## src/rtl/tlc_phase_scheduler_pkg.sv

```systemverilog
// -----------------------------------------------------------------------------
// tlc_pkg
// Shared definitions for the four-way traffic-light phase scheduler:
//   - tlc_state_e : scheduler phase encoding
//   - DIR_N/E/S/W : approach indices (bit positions in req/grant/pending)
//   - RED/YEL/GRN : one-hot LED group codes (bit2=red, bit1=yellow, bit0=green)
//   - dir_onehot(): approach index to one-hot approach mask
// -----------------------------------------------------------------------------
package tlc_pkg;

  typedef enum logic [1:0] {
    ST_IDLE    = 2'd0,
    ST_GREEN   = 2'd1,
    ST_YELLOW  = 2'd2,
    ST_ALL_RED = 2'd3
  } tlc_state_e;

  localparam logic [1:0] DIR_N = 2'd0;
  localparam logic [1:0] DIR_E = 2'd1;
  localparam logic [1:0] DIR_S = 2'd2;
  localparam logic [1:0] DIR_W = 2'd3;

  localparam logic [2:0] RED = 3'b100;
  localparam logic [2:0] YEL = 3'b010;
  localparam logic [2:0] GRN = 3'b001;

  function automatic logic [3:0] dir_onehot(input logic [1:0] dir);
    return 4'b0001 << dir;
  endfunction

endpackage

```

## src/rtl/tlc_phase_scheduler_if.sv

```systemverilog
// -----------------------------------------------------------------------------
// tlc_phase_scheduler_if
// Signal bundle between the controller environment and the phase scheduler.
//   tick        : one-cycle timebase pulse
//   req[3:0]    : level vehicle sensors, [0]=N [1]=E [2]=S [3]=W
//   preempt     : emergency preemption level      (TLC_PREEMPT_EN only)
//   preempt_dir : approach to preempt to          (TLC_PREEMPT_EN only)
//   *_LEDs      : per-approach LED groups, {red, yellow, green}
//   grant       : one-hot green approach, 0 when none is green
//   active_dir  : round-robin pointer (last granted approach)
// Modports: master = environment/testbench, slave = scheduler.
// Optional feature macro: TLC_PREEMPT_EN.
// -----------------------------------------------------------------------------
interface tlc_phase_scheduler_if;

  logic       tick;
  logic [3:0] req;
`ifdef TLC_PREEMPT_EN
  logic       preempt;
  logic [1:0] preempt_dir;
`endif
  logic [2:0] North_LEDs;
  logic [2:0] East_LEDs;
  logic [2:0] South_LEDs;
  logic [2:0] West_LEDs;
  logic [3:0] grant;
  logic [1:0] active_dir;

`ifdef TLC_PREEMPT_EN
  modport master (
    output tick, req, preempt, preempt_dir,
    input  North_LEDs, East_LEDs, South_LEDs, West_LEDs, grant, active_dir
  );
  modport slave (
    input  tick, req, preempt, preempt_dir,
    output North_LEDs, East_LEDs, South_LEDs, West_LEDs, grant, active_dir
  );
`else
  modport master (
    output tick, req,
    input  North_LEDs, East_LEDs, South_LEDs, West_LEDs, grant, active_dir
  );
  modport slave (
    input  tick, req,
    output North_LEDs, East_LEDs, South_LEDs, West_LEDs, grant, active_dir
  );
`endif

endinterface

```

## src/rtl/tlc_phase_scheduler_rr_pick.sv

```systemverilog
// -----------------------------------------------------------------------------
// tlc_rr_pick
// Combinational round-robin picker. Searches active_dir+1, +2, +3, +0 (mod 4)
// and reports the first pending approach.
//   i_pending[3:0]   : latched approach requests
//   i_active_dir[1:0]: last granted approach
//   o_valid          : some approach is pending
//   o_winner[1:0]    : winning approach (active_dir when none pending)
// -----------------------------------------------------------------------------
module tlc_rr_pick
  import tlc_pkg::*;
(
  input  logic [3:0] i_pending,
  input  logic [1:0] i_active_dir,
  output logic       o_valid,
  output logic [1:0] o_winner
);

  logic [1:0] w_idx;
  logic       w_hit;

  // First-pending search starting one past the last granted approach.
  always_comb begin
    o_valid  = 1'b0;
    o_winner = i_active_dir;
    w_idx    = i_active_dir;
    w_hit    = 1'b0;
    for (int k = 1; k <= 4; k++) begin
      w_idx    = i_active_dir + 2'(k);
      w_hit    = !o_valid && i_pending[w_idx];
      o_winner = w_hit ? w_idx : o_winner;
      o_valid  = o_valid | w_hit;
    end
  end

endmodule

```

## src/rtl/tlc_phase_scheduler.sv

```systemverilog
// -----------------------------------------------------------------------------
// tlc_phase_scheduler
// Four-way traffic-light phase scheduler. Latches approach requests, grants
// green to one approach at a time in round-robin order and sequences
// GREEN -> YELLOW -> ALL_RED, enforcing minimum/maximum green, yellow and
// all-red clearance times counted in ticks.
// Ports:
//   clk   : single clock, all state on rising edge
//   reset : asynchronous, active-high; forces all-red clearance state
//   bus   : tlc_phase_scheduler_if.slave (tick, req, LEDs, grant, active_dir,
//           and preempt/preempt_dir when TLC_PREEMPT_EN is defined)
// Optional feature macro: TLC_PREEMPT_EN (emergency preemption).
// -----------------------------------------------------------------------------
module tlc_phase_scheduler
  import tlc_pkg::*;
#(
  parameter int unsigned MIN_GREEN = 5,
  parameter int unsigned MAX_GREEN = 20,
  parameter int unsigned YELLOW    = 3,
  parameter int unsigned ALL_RED   = 2,
  parameter int unsigned TW        = 8
)(
  input  logic                  clk,
  input  logic                  reset,
  tlc_phase_scheduler_if.slave  bus
);

  // Zero-length yellow/clearance would skip safety phases entirely.
  generate
    if (YELLOW == 0 || ALL_RED == 0) begin : g_bad_phase_len
      $fatal(1, "tlc_phase_scheduler: YELLOW and ALL_RED must be non-zero");
    end
    if (MAX_GREEN > ((2 ** TW) - 1)) begin : g_bad_timer_width
      $fatal(1, "tlc_phase_scheduler: TW too narrow for MAX_GREEN");
    end
  endgenerate

  localparam logic [TW:0]   L_MIN_GREEN = (TW+1)'(MIN_GREEN);
  localparam logic [TW:0]   L_MAX_GREEN = (TW+1)'(MAX_GREEN);
  localparam logic [TW:0]   L_YELLOW    = (TW+1)'(YELLOW);
  localparam logic [TW:0]   L_ALL_RED   = (TW+1)'(ALL_RED);
  localparam logic [TW-1:0] L_TIMER_MAX = {TW{1'b1}};

  tlc_state_e    r_state,      w_state_nxt;
  logic [TW-1:0] r_timer,      w_timer_nxt;
  logic [3:0]    r_pending,    w_pending_nxt;
  logic [1:0]    r_active_dir, w_active_dir_nxt;

  logic [TW:0]   w_elapsed;
  logic          w_pick_valid;
  logic [1:0]    w_pick_dir;
  logic          w_grant_valid;
  logic [1:0]    w_grant_dir;
  logic          w_enter_green;
  logic [3:0]    w_cur_green;
  logic          w_others_wait;
  logic          w_rr_yield;
  logic          w_go_yellow;
  logic [2:0]    w_leds [4];

  tlc_rr_pick u_rr_pick (
    .i_pending    (r_pending),
    .i_active_dir (r_active_dir),
    .o_valid      (w_pick_valid),
    .o_winner     (w_pick_dir)
  );

  // Elapsed counts the current tick, so "elapsed >= N" means N full ticks.
  assign w_elapsed     = {1'b0, r_timer} + {{TW{1'b0}}, 1'b1};
  assign w_cur_green   = (r_state == ST_GREEN) ? dir_onehot(r_active_dir) : 4'b0000;
  assign w_others_wait = |(r_pending & ~dir_onehot(r_active_dir));
  assign w_rr_yield    = (w_elapsed >= L_MIN_GREEN) && w_others_wait &&
                         (!bus.req[r_active_dir] || (w_elapsed >= L_MAX_GREEN));

`ifdef TLC_PREEMPT_EN
  // Preemption overrides round-robin choice and green-time limits.
  assign w_grant_valid = bus.preempt | w_pick_valid;
  assign w_grant_dir   = bus.preempt ? bus.preempt_dir : w_pick_dir;
  assign w_go_yellow   = (bus.preempt && (bus.preempt_dir != r_active_dir)) ||
                         (w_rr_yield && !bus.preempt);
`else
  assign w_grant_valid = w_pick_valid;
  assign w_grant_dir   = w_pick_dir;
  assign w_go_yellow   = w_rr_yield;
`endif

  // Next-state, next round-robin pointer and green-entry strobe.
  always_comb begin
    w_state_nxt      = r_state;
    w_active_dir_nxt = r_active_dir;
    w_enter_green    = 1'b0;
    if (bus.tick) begin
      case (r_state)
        ST_ALL_RED: begin
          if (w_elapsed == L_ALL_RED) begin
            if (w_grant_valid) begin
              w_state_nxt      = ST_GREEN;
              w_active_dir_nxt = w_grant_dir;
              w_enter_green    = 1'b1;
            end else begin
              w_state_nxt = ST_IDLE;
            end
          end else begin
            w_state_nxt = ST_ALL_RED;
          end
        end
        ST_IDLE: begin
          if (w_grant_valid) begin
            w_state_nxt      = ST_GREEN;
            w_active_dir_nxt = w_grant_dir;
            w_enter_green    = 1'b1;
          end else begin
            w_state_nxt = ST_IDLE;
          end
        end
        ST_GREEN: begin
          if (w_go_yellow) begin
            w_state_nxt = ST_YELLOW;
          end else begin
            w_state_nxt = ST_GREEN;
          end
        end
        ST_YELLOW: begin
          if (w_elapsed == L_YELLOW) begin
            w_state_nxt = ST_ALL_RED;
          end else begin
            w_state_nxt = ST_YELLOW;
          end
        end
        default: begin
          w_state_nxt = ST_ALL_RED;
        end
      endcase
    end else begin
      w_state_nxt = r_state;
    end
  end

  // Request latching: the approach entering green is cleared with priority.
  always_comb begin
    w_pending_nxt = r_pending | (bus.req & ~w_cur_green);
    if (w_enter_green) begin
      w_pending_nxt = w_pending_nxt & ~dir_onehot(w_active_dir_nxt);
    end else begin
      w_pending_nxt = w_pending_nxt;
    end
  end

  // Phase timer: restarts on every state change, saturates otherwise.
  always_comb begin
    w_timer_nxt = r_timer;
    if (w_state_nxt != r_state) begin
      w_timer_nxt = {TW{1'b0}};
    end else if (bus.tick && (r_timer != L_TIMER_MAX)) begin
      w_timer_nxt = r_timer + {{(TW-1){1'b0}}, 1'b1};
    end else begin
      w_timer_nxt = r_timer;
    end
  end

  // Scheduler state registers; reset lands in a full all-red clearance.
  always_ff @(posedge clk or posedge reset) begin
    if (reset) begin
      r_state      <= ST_ALL_RED;
      r_timer      <= {TW{1'b0}};
      r_pending    <= 4'b0000;
      r_active_dir <= DIR_W;
    end else begin
      r_state      <= w_state_nxt;
      r_timer      <= w_timer_nxt;
      r_pending    <= w_pending_nxt;
      r_active_dir <= w_active_dir_nxt;
    end
  end

  // LED decode from registered state only; non-active approaches stay red.
  always_comb begin
    for (int d = 0; d < 4; d++) begin
      if ((r_state == ST_GREEN) && (r_active_dir == 2'(d))) begin
        w_leds[d] = GRN;
      end else if ((r_state == ST_YELLOW) && (r_active_dir == 2'(d))) begin
        w_leds[d] = YEL;
      end else begin
        w_leds[d] = RED;
      end
    end
  end

  assign bus.North_LEDs = w_leds[DIR_N];
  assign bus.East_LEDs  = w_leds[DIR_E];
  assign bus.South_LEDs = w_leds[DIR_S];
  assign bus.West_LEDs  = w_leds[DIR_W];
  assign bus.grant      = w_cur_green;
  assign bus.active_dir = r_active_dir;

endmodule

```

## src/flat_wrapper.sv

```systemverilog
// flat-port wrapper written by rule: the top's interface ports become plain ports
module tlc_phase_scheduler_flat import tlc_pkg::*;
#(
  parameter int unsigned MIN_GREEN = 5,
  parameter int unsigned MAX_GREEN = 20,
  parameter int unsigned YELLOW    = 3,
  parameter int unsigned ALL_RED   = 2,
  parameter int unsigned TW        = 8
)
  (clk, reset, bus_tick, bus_req, bus_North_LEDs, bus_East_LEDs, bus_South_LEDs, bus_West_LEDs, bus_grant, bus_active_dir);
  tlc_phase_scheduler_if bus_i ();
  input  logic clk;
  input  logic reset;
  input wire logic [$bits(bus_i.tick)-1:0] bus_tick;
  input wire logic [$bits(bus_i.req)-1:0] bus_req;
  output wire logic [$bits(bus_i.North_LEDs)-1:0] bus_North_LEDs;
  output wire logic [$bits(bus_i.East_LEDs)-1:0] bus_East_LEDs;
  output wire logic [$bits(bus_i.South_LEDs)-1:0] bus_South_LEDs;
  output wire logic [$bits(bus_i.West_LEDs)-1:0] bus_West_LEDs;
  output wire logic [$bits(bus_i.grant)-1:0] bus_grant;
  output wire logic [$bits(bus_i.active_dir)-1:0] bus_active_dir;
  assign bus_i.tick = bus_tick;
  assign bus_i.req = bus_req;
  assign bus_North_LEDs = bus_i.North_LEDs;
  assign bus_East_LEDs = bus_i.East_LEDs;
  assign bus_South_LEDs = bus_i.South_LEDs;
  assign bus_West_LEDs = bus_i.West_LEDs;
  assign bus_grant = bus_i.grant;
  assign bus_active_dir = bus_i.active_dir;
  tlc_phase_scheduler #(.MIN_GREEN(MIN_GREEN), .MAX_GREEN(MAX_GREEN), .YELLOW(YELLOW), .ALL_RED(ALL_RED), .TW(TW)) u_core (.clk(clk), .reset(reset), .bus(bus_i));
endmodule
```

## config.mk

```make
export PLATFORM = sky130hd
export DESIGN_NAME = tlc_phase_scheduler_flat
export DESIGN_NICKNAME = d
export VERILOG_FILES = /design/src/rtl/tlc_phase_scheduler_pkg.sv /design/src/rtl/tlc_phase_scheduler_if.sv /design/src/rtl/tlc_phase_scheduler_rr_pick.sv /design/src/rtl/tlc_phase_scheduler.sv /design/src/flat_wrapper.sv
export SDC_FILE = /design/constraint.sdc
export NUM_CORES = 1
export LEC_CHECK = 0
export ABC_AREA = 0
export BUFFER_PORTS_ARGS = -buffer_cell sky130_fd_sc_hd__buf_4
export CORE_ASPECT_RATIO = 1.4
export CORE_MARGIN = 8
export CORE_UTILIZATION = 52
export CTS_CLUSTER_DIAMETER = 200
export DETAILED_ROUTE_END_ITERATION = 10
export PLACE_DENSITY = 0.76
export SYNTH_ARGS = -nofsm -noshare
export SYNTH_HDL_FRONTEND = slang
export SYNTH_SLANG_ARGS = --single-unit
```

## constraint.sdc

```tcl
create_clock -name clk -period 2.36 [get_ports clk]
set_input_delay 0.472 -clock clk [delete_from_list [all_inputs] [get_ports clk]]
set_output_delay 0.472 -clock clk [all_outputs]
set_load 0.05 [all_outputs]
```

==> implementation parameters <==
Parameter                              Value

Route
  Residual antenna-violating net count after detailed routing ... 0
  Detailed Route Iter0 Violations ... 105
  Drt wl/cell ... 15.44 um
  Drt pass-1 iters ... 4
  WL final ... 4399 um
  DRC violations left ... 0
  Detail-routed via count per cell ... 5.902
  Vias after detailed routing ... 1682

Place
  Cell count after placement ... 275
  Port bufs ... 24
  Minimum setup slack after placement ... -0.01359 ns
  Final weighted congestion of routability-driven global placement ... 0.8149
  DP Wirelength ... 3246 um

Power and ir drop
  Comb power frac ... 0.710
  Power density cells ... 1104 nW/um^2
  Proportion of power drawn by flip-flops and latches ... 0.184
  Design internal power ... 1224 uW
  Power spent charging and discharging nets ... 1162 uW
  Peak supply drop ... 0.8479 mV
  Sw Ratio ... 0.4869
  Leak pwr ... 0.0009658 uW
  Proportion of power drawn by the clock network ... 0.106

Yosys
  Largest family of logic cells by synthesized area ... simple AND/OR/NAND/NOR gates
  Number of warnings reported in the yosys synthesis log ... 0
  Mux share of post-synthesis cell area ... 0.06560
  Post-synthesis net count ... 226
  Gate count of the mapped netlist ... 206
  Number of unique standard cell types used by synthesis ... 51
  Area share of and/or/nand/nor cells after synthesis ... 0.2357
  Adder-cell area share of the yosys netlist ... 0.09916
  Post-synthesis sequential area ratio ... 0.2471
  Commonest register cell after synthesis ... dfrtp_1
  Area of the mapped netlist ... 1640 um^2
  Synthesized area per cell ... 7.963 um^2
  Post-synthesis compound-gate area fraction ... 0.2288
  Asr flop ratio synth ... 1.000
  Number of enable flip-flop cells after synthesis ... 0
  Total of flip-flops plus latches after synthesis ... 16
  Synthesized-area fraction occupied by xor and xnor cells ... 0.03204

STA
  RSZ-0062 raised after global routing ... true
  Headroom to the max-slew limit ... 0.5911
  Hold Fails Final Rpt ... 0
  Pin slew with the least headroom to its limit ... 0.6126 ns
  Max Clock Freq ... 0.4326 GHz
  Number of pins exceeding their max-slew limit in the final report ... 0
  Worst setup margin ... 0.04836 ns
  Count of final setup violators ... 0
  Post-route fraction of the period consumed by the critical path ... 0.9795
  Largest clock skew in the final design ... 0.005408 ns
  Tmin final ... 2.312 ns

Global routing
  First-pass GRT wire length ... 6706 um
  Overflow left after global routing ... 0
  Via count of the first global-routing pass ... 1510
  Number of antenna violations at the first check in global routing ... 0
  Largest net degree at the start of global routing ... 17
  Total Routing Usage GR ... 0.1580

Clock tree
  Bufs on Longest Clock Path ... 2
  Clk Tree Root Cell ... clkbuf_8
  TritonCTS buffer count ... 3
  Worst-Skew Late Latency ... 0.26 ns
  Clock-pin slew reported for the worst setup and hold paths after clock tree synthesis ... 0.07 ns
  H-Tree Level Count ... 1
  TritonCTS clock tree ... yes
  Number of buffers inserted for hold repair after clock tree synthesis ... 0
  Clock sink count ... 16

Setup path
  Delay of the slowest cell on the worst path ... 0.44 ns
  CP Data Required Time ... 2.51 ns
  Cell class contributing the biggest share of worst-path delay ... compound AO/OA/AOI/OAI gates
  Library cell contributing the largest single delay on the critical path ... dfrtp_2
  Worst Path Buf+Inv ... 1
  Critical path endpoint category ... flip-flop
  Kind of start point of the critical path ... flip-flop
  Endpoint arrival time on the critical path ... 2.46 ns
  Ordered list of cells on the worst path ... ha_4 -> or2_2 -> o21ai_0 -> a22o_1 -> a41oi_1 -> o221ai_2 -> mux2i_4 -> buf_12 -> nor3_1
  Crit-path max FO ... 8
  Setup CP Type ... reg2reg

Cells and area
  Post-route insts no fill ... 285
  Area growth from synthesis to layout ... 31.81%
  Share of final-layout standard cells stronger than drive strength 1 ... 0.3496
  Leading cell types in the layout, fill and taps excluded ... 47 x buf_4, 17 x inv_1, 15 x nand2_1
  Number of filler instances in the final layout ... 265
  Antenna cells ... 0
  Final Net Count ... 267
  Most common cell after layout, fill and taps aside ... buf_4

Outcome
  Run status ... finished, final reports clean

Floorplanning
  Initial core utilization ... 0.5355
  Die Outline Area ... 5233 um^2
  Top-Level Pins ... 25
  Number of placement rows ... 24
  Die Wd ... 63.47 um
  Chip Height ... 82.46 um
  Floorplan core area ... 3063 um^2

Job
  Number of max-cap violations ... 0

Min path
  Worst min-delay path class ... in2async
==> state kept, by name (all words and copies together) (netlist names) <==
signal	count
u_core.bus.active_dir	2
u_core.r_pending	4
u_core.r_state	2
u_core.r_timer	8
==> synth_stat cells (2+ instances only) <==
master	instances	share of area
a21boi_0	3	0.014
o32a_1	2	0.012
buf_4	5	0.023
nor2b_1	3	0.011
mux2i_1	6	0.037
o21ai_1	3	0.0092
dfstp_2	4	0.064
buf_2	3	0.0092
clkbuf_1	3	0.0069
nor2_1	12	0.027
a32oi_1	2	0.011
nand2b_1	10	0.038
a21oi_1	10	0.031
xnor2_1	6	0.032
nand2_1	16	0.037
inv_1	19	0.043
and2_1	6	0.023
a22oi_1	2	0.0092
dfrtp_1	12	0.18
o22ai_1	2	0.0076
o211ai_1	2	0.0092
or2_2	2	0.0076
nand3_1	8	0.024
o21ai_0	10	0.031
nor3_1	13	0.040
ha_1	13	0.099
a31oi_1	5	0.019
==> worst register-to-register path: stages, from the launching register on <==
cell      delay, ns
dfrtp_2        0.44
ha_4           0.20
or2_2          0.31
o21ai_0        0.08
a22o_1         0.24
a41oi_1        0.17
o221ai_2       0.26
mux2i_4        0.30
buf_12         0.15
nor3_1         0.05
==> metrics by stage <==
stage	util	power (uW)	setup TNS, ns	instance area (um^2)	hold slack [ns]
finish	0.7059	2386	0	2162	0.2833
detailed placement	0.6471	1943	-0.03154	1982	0.5796
global placement	0.6471	1912	0	1982	0.5734
floorplan	-	1524	-0.7324	1695	0.3827
CTS	0.6773	2271	0	2074	0.2956
global route	0.7059	2532	-0.09708	2162	0.3428
==> metal layers <==
| layer | track usage | vias to the layer above | part of all wire |
|---|---|---|---|
| met2 | 0.3011 | 71 | 0.53 |
| li1 | - | 816 | - |
| met1 | 0.1520 | 787 | 0.38 |
| met3 | 0.04318 | 8 | 0.067 |
| met4 | 0.08725 | 0 | 0.018 |
| met5 | 0 | - | 0 |
==> layout make-up <==
class                           count  area (um^2)  share of cell area
Multi-Input combinational cell    158         1195              0.5527
Sequential cell                    16        407.9              0.1887
Timing Repair Buffer               49        384.1              0.1777
Inverter                           19        71.32             0.03299
Clock buffer                        4        55.05             0.02546
Tap cell                           39        48.80             0.02257
==> repair_timing <==
item / CTS / global route
cloned: 0 / 0
buffers inserted: 2 / 4
pin swaps: 9 / 4
gates resized for setup: 5 / 10
setup endpoints to repair: 7 / 17
==> power groups by stage <==
stage | Combinational, uW | Sequential, uW | Clock (uW)
detailed placement | 1500 | 448 | 0
CTS | 1570 | 443 | 259
floorplan | 1050 | 478 | 0
finish | 1690 | 440 | 252
global route | 1820 | 446 | 266
global placement | 1470 | 443 | 0
==> path summary, 6_finish.rpt <==
path / start / cells past startpoint / slack (ns) / to
max reg2reg: u_core.r_timer[0] / 9 / 0.05 / u_core.r_timer[4]
max in group asynchronous: reset / 2 / 1.64 / u_core.r_timer[1]
min reg2reg: u_core.r_state[1] / 2 / 0.59 / u_core.r_state[1]
min: reset / 2 / 0.28 / u_core.r_timer[6]
min in group clk: bus_tick / 2 / 0.44 / u_core.r_state[1]
max: u_core.r_timer[0] / 9 / 0.05 / u_core.r_timer[4]
==> cell families (layout without fill, tap and decap cells) <==
logic type                 after synthesis  in the layout
and+or+nand+nor                         76             76
AOI/OAI and AO/OA                       54             54
buffers and inverters                   32             72
DFF                                     16             16
adders and majority gates               13             13
muxes                                    9              9
xor gates and xnor gates                 6              6
Note: power is estimated with default switching activity, not from simulation.
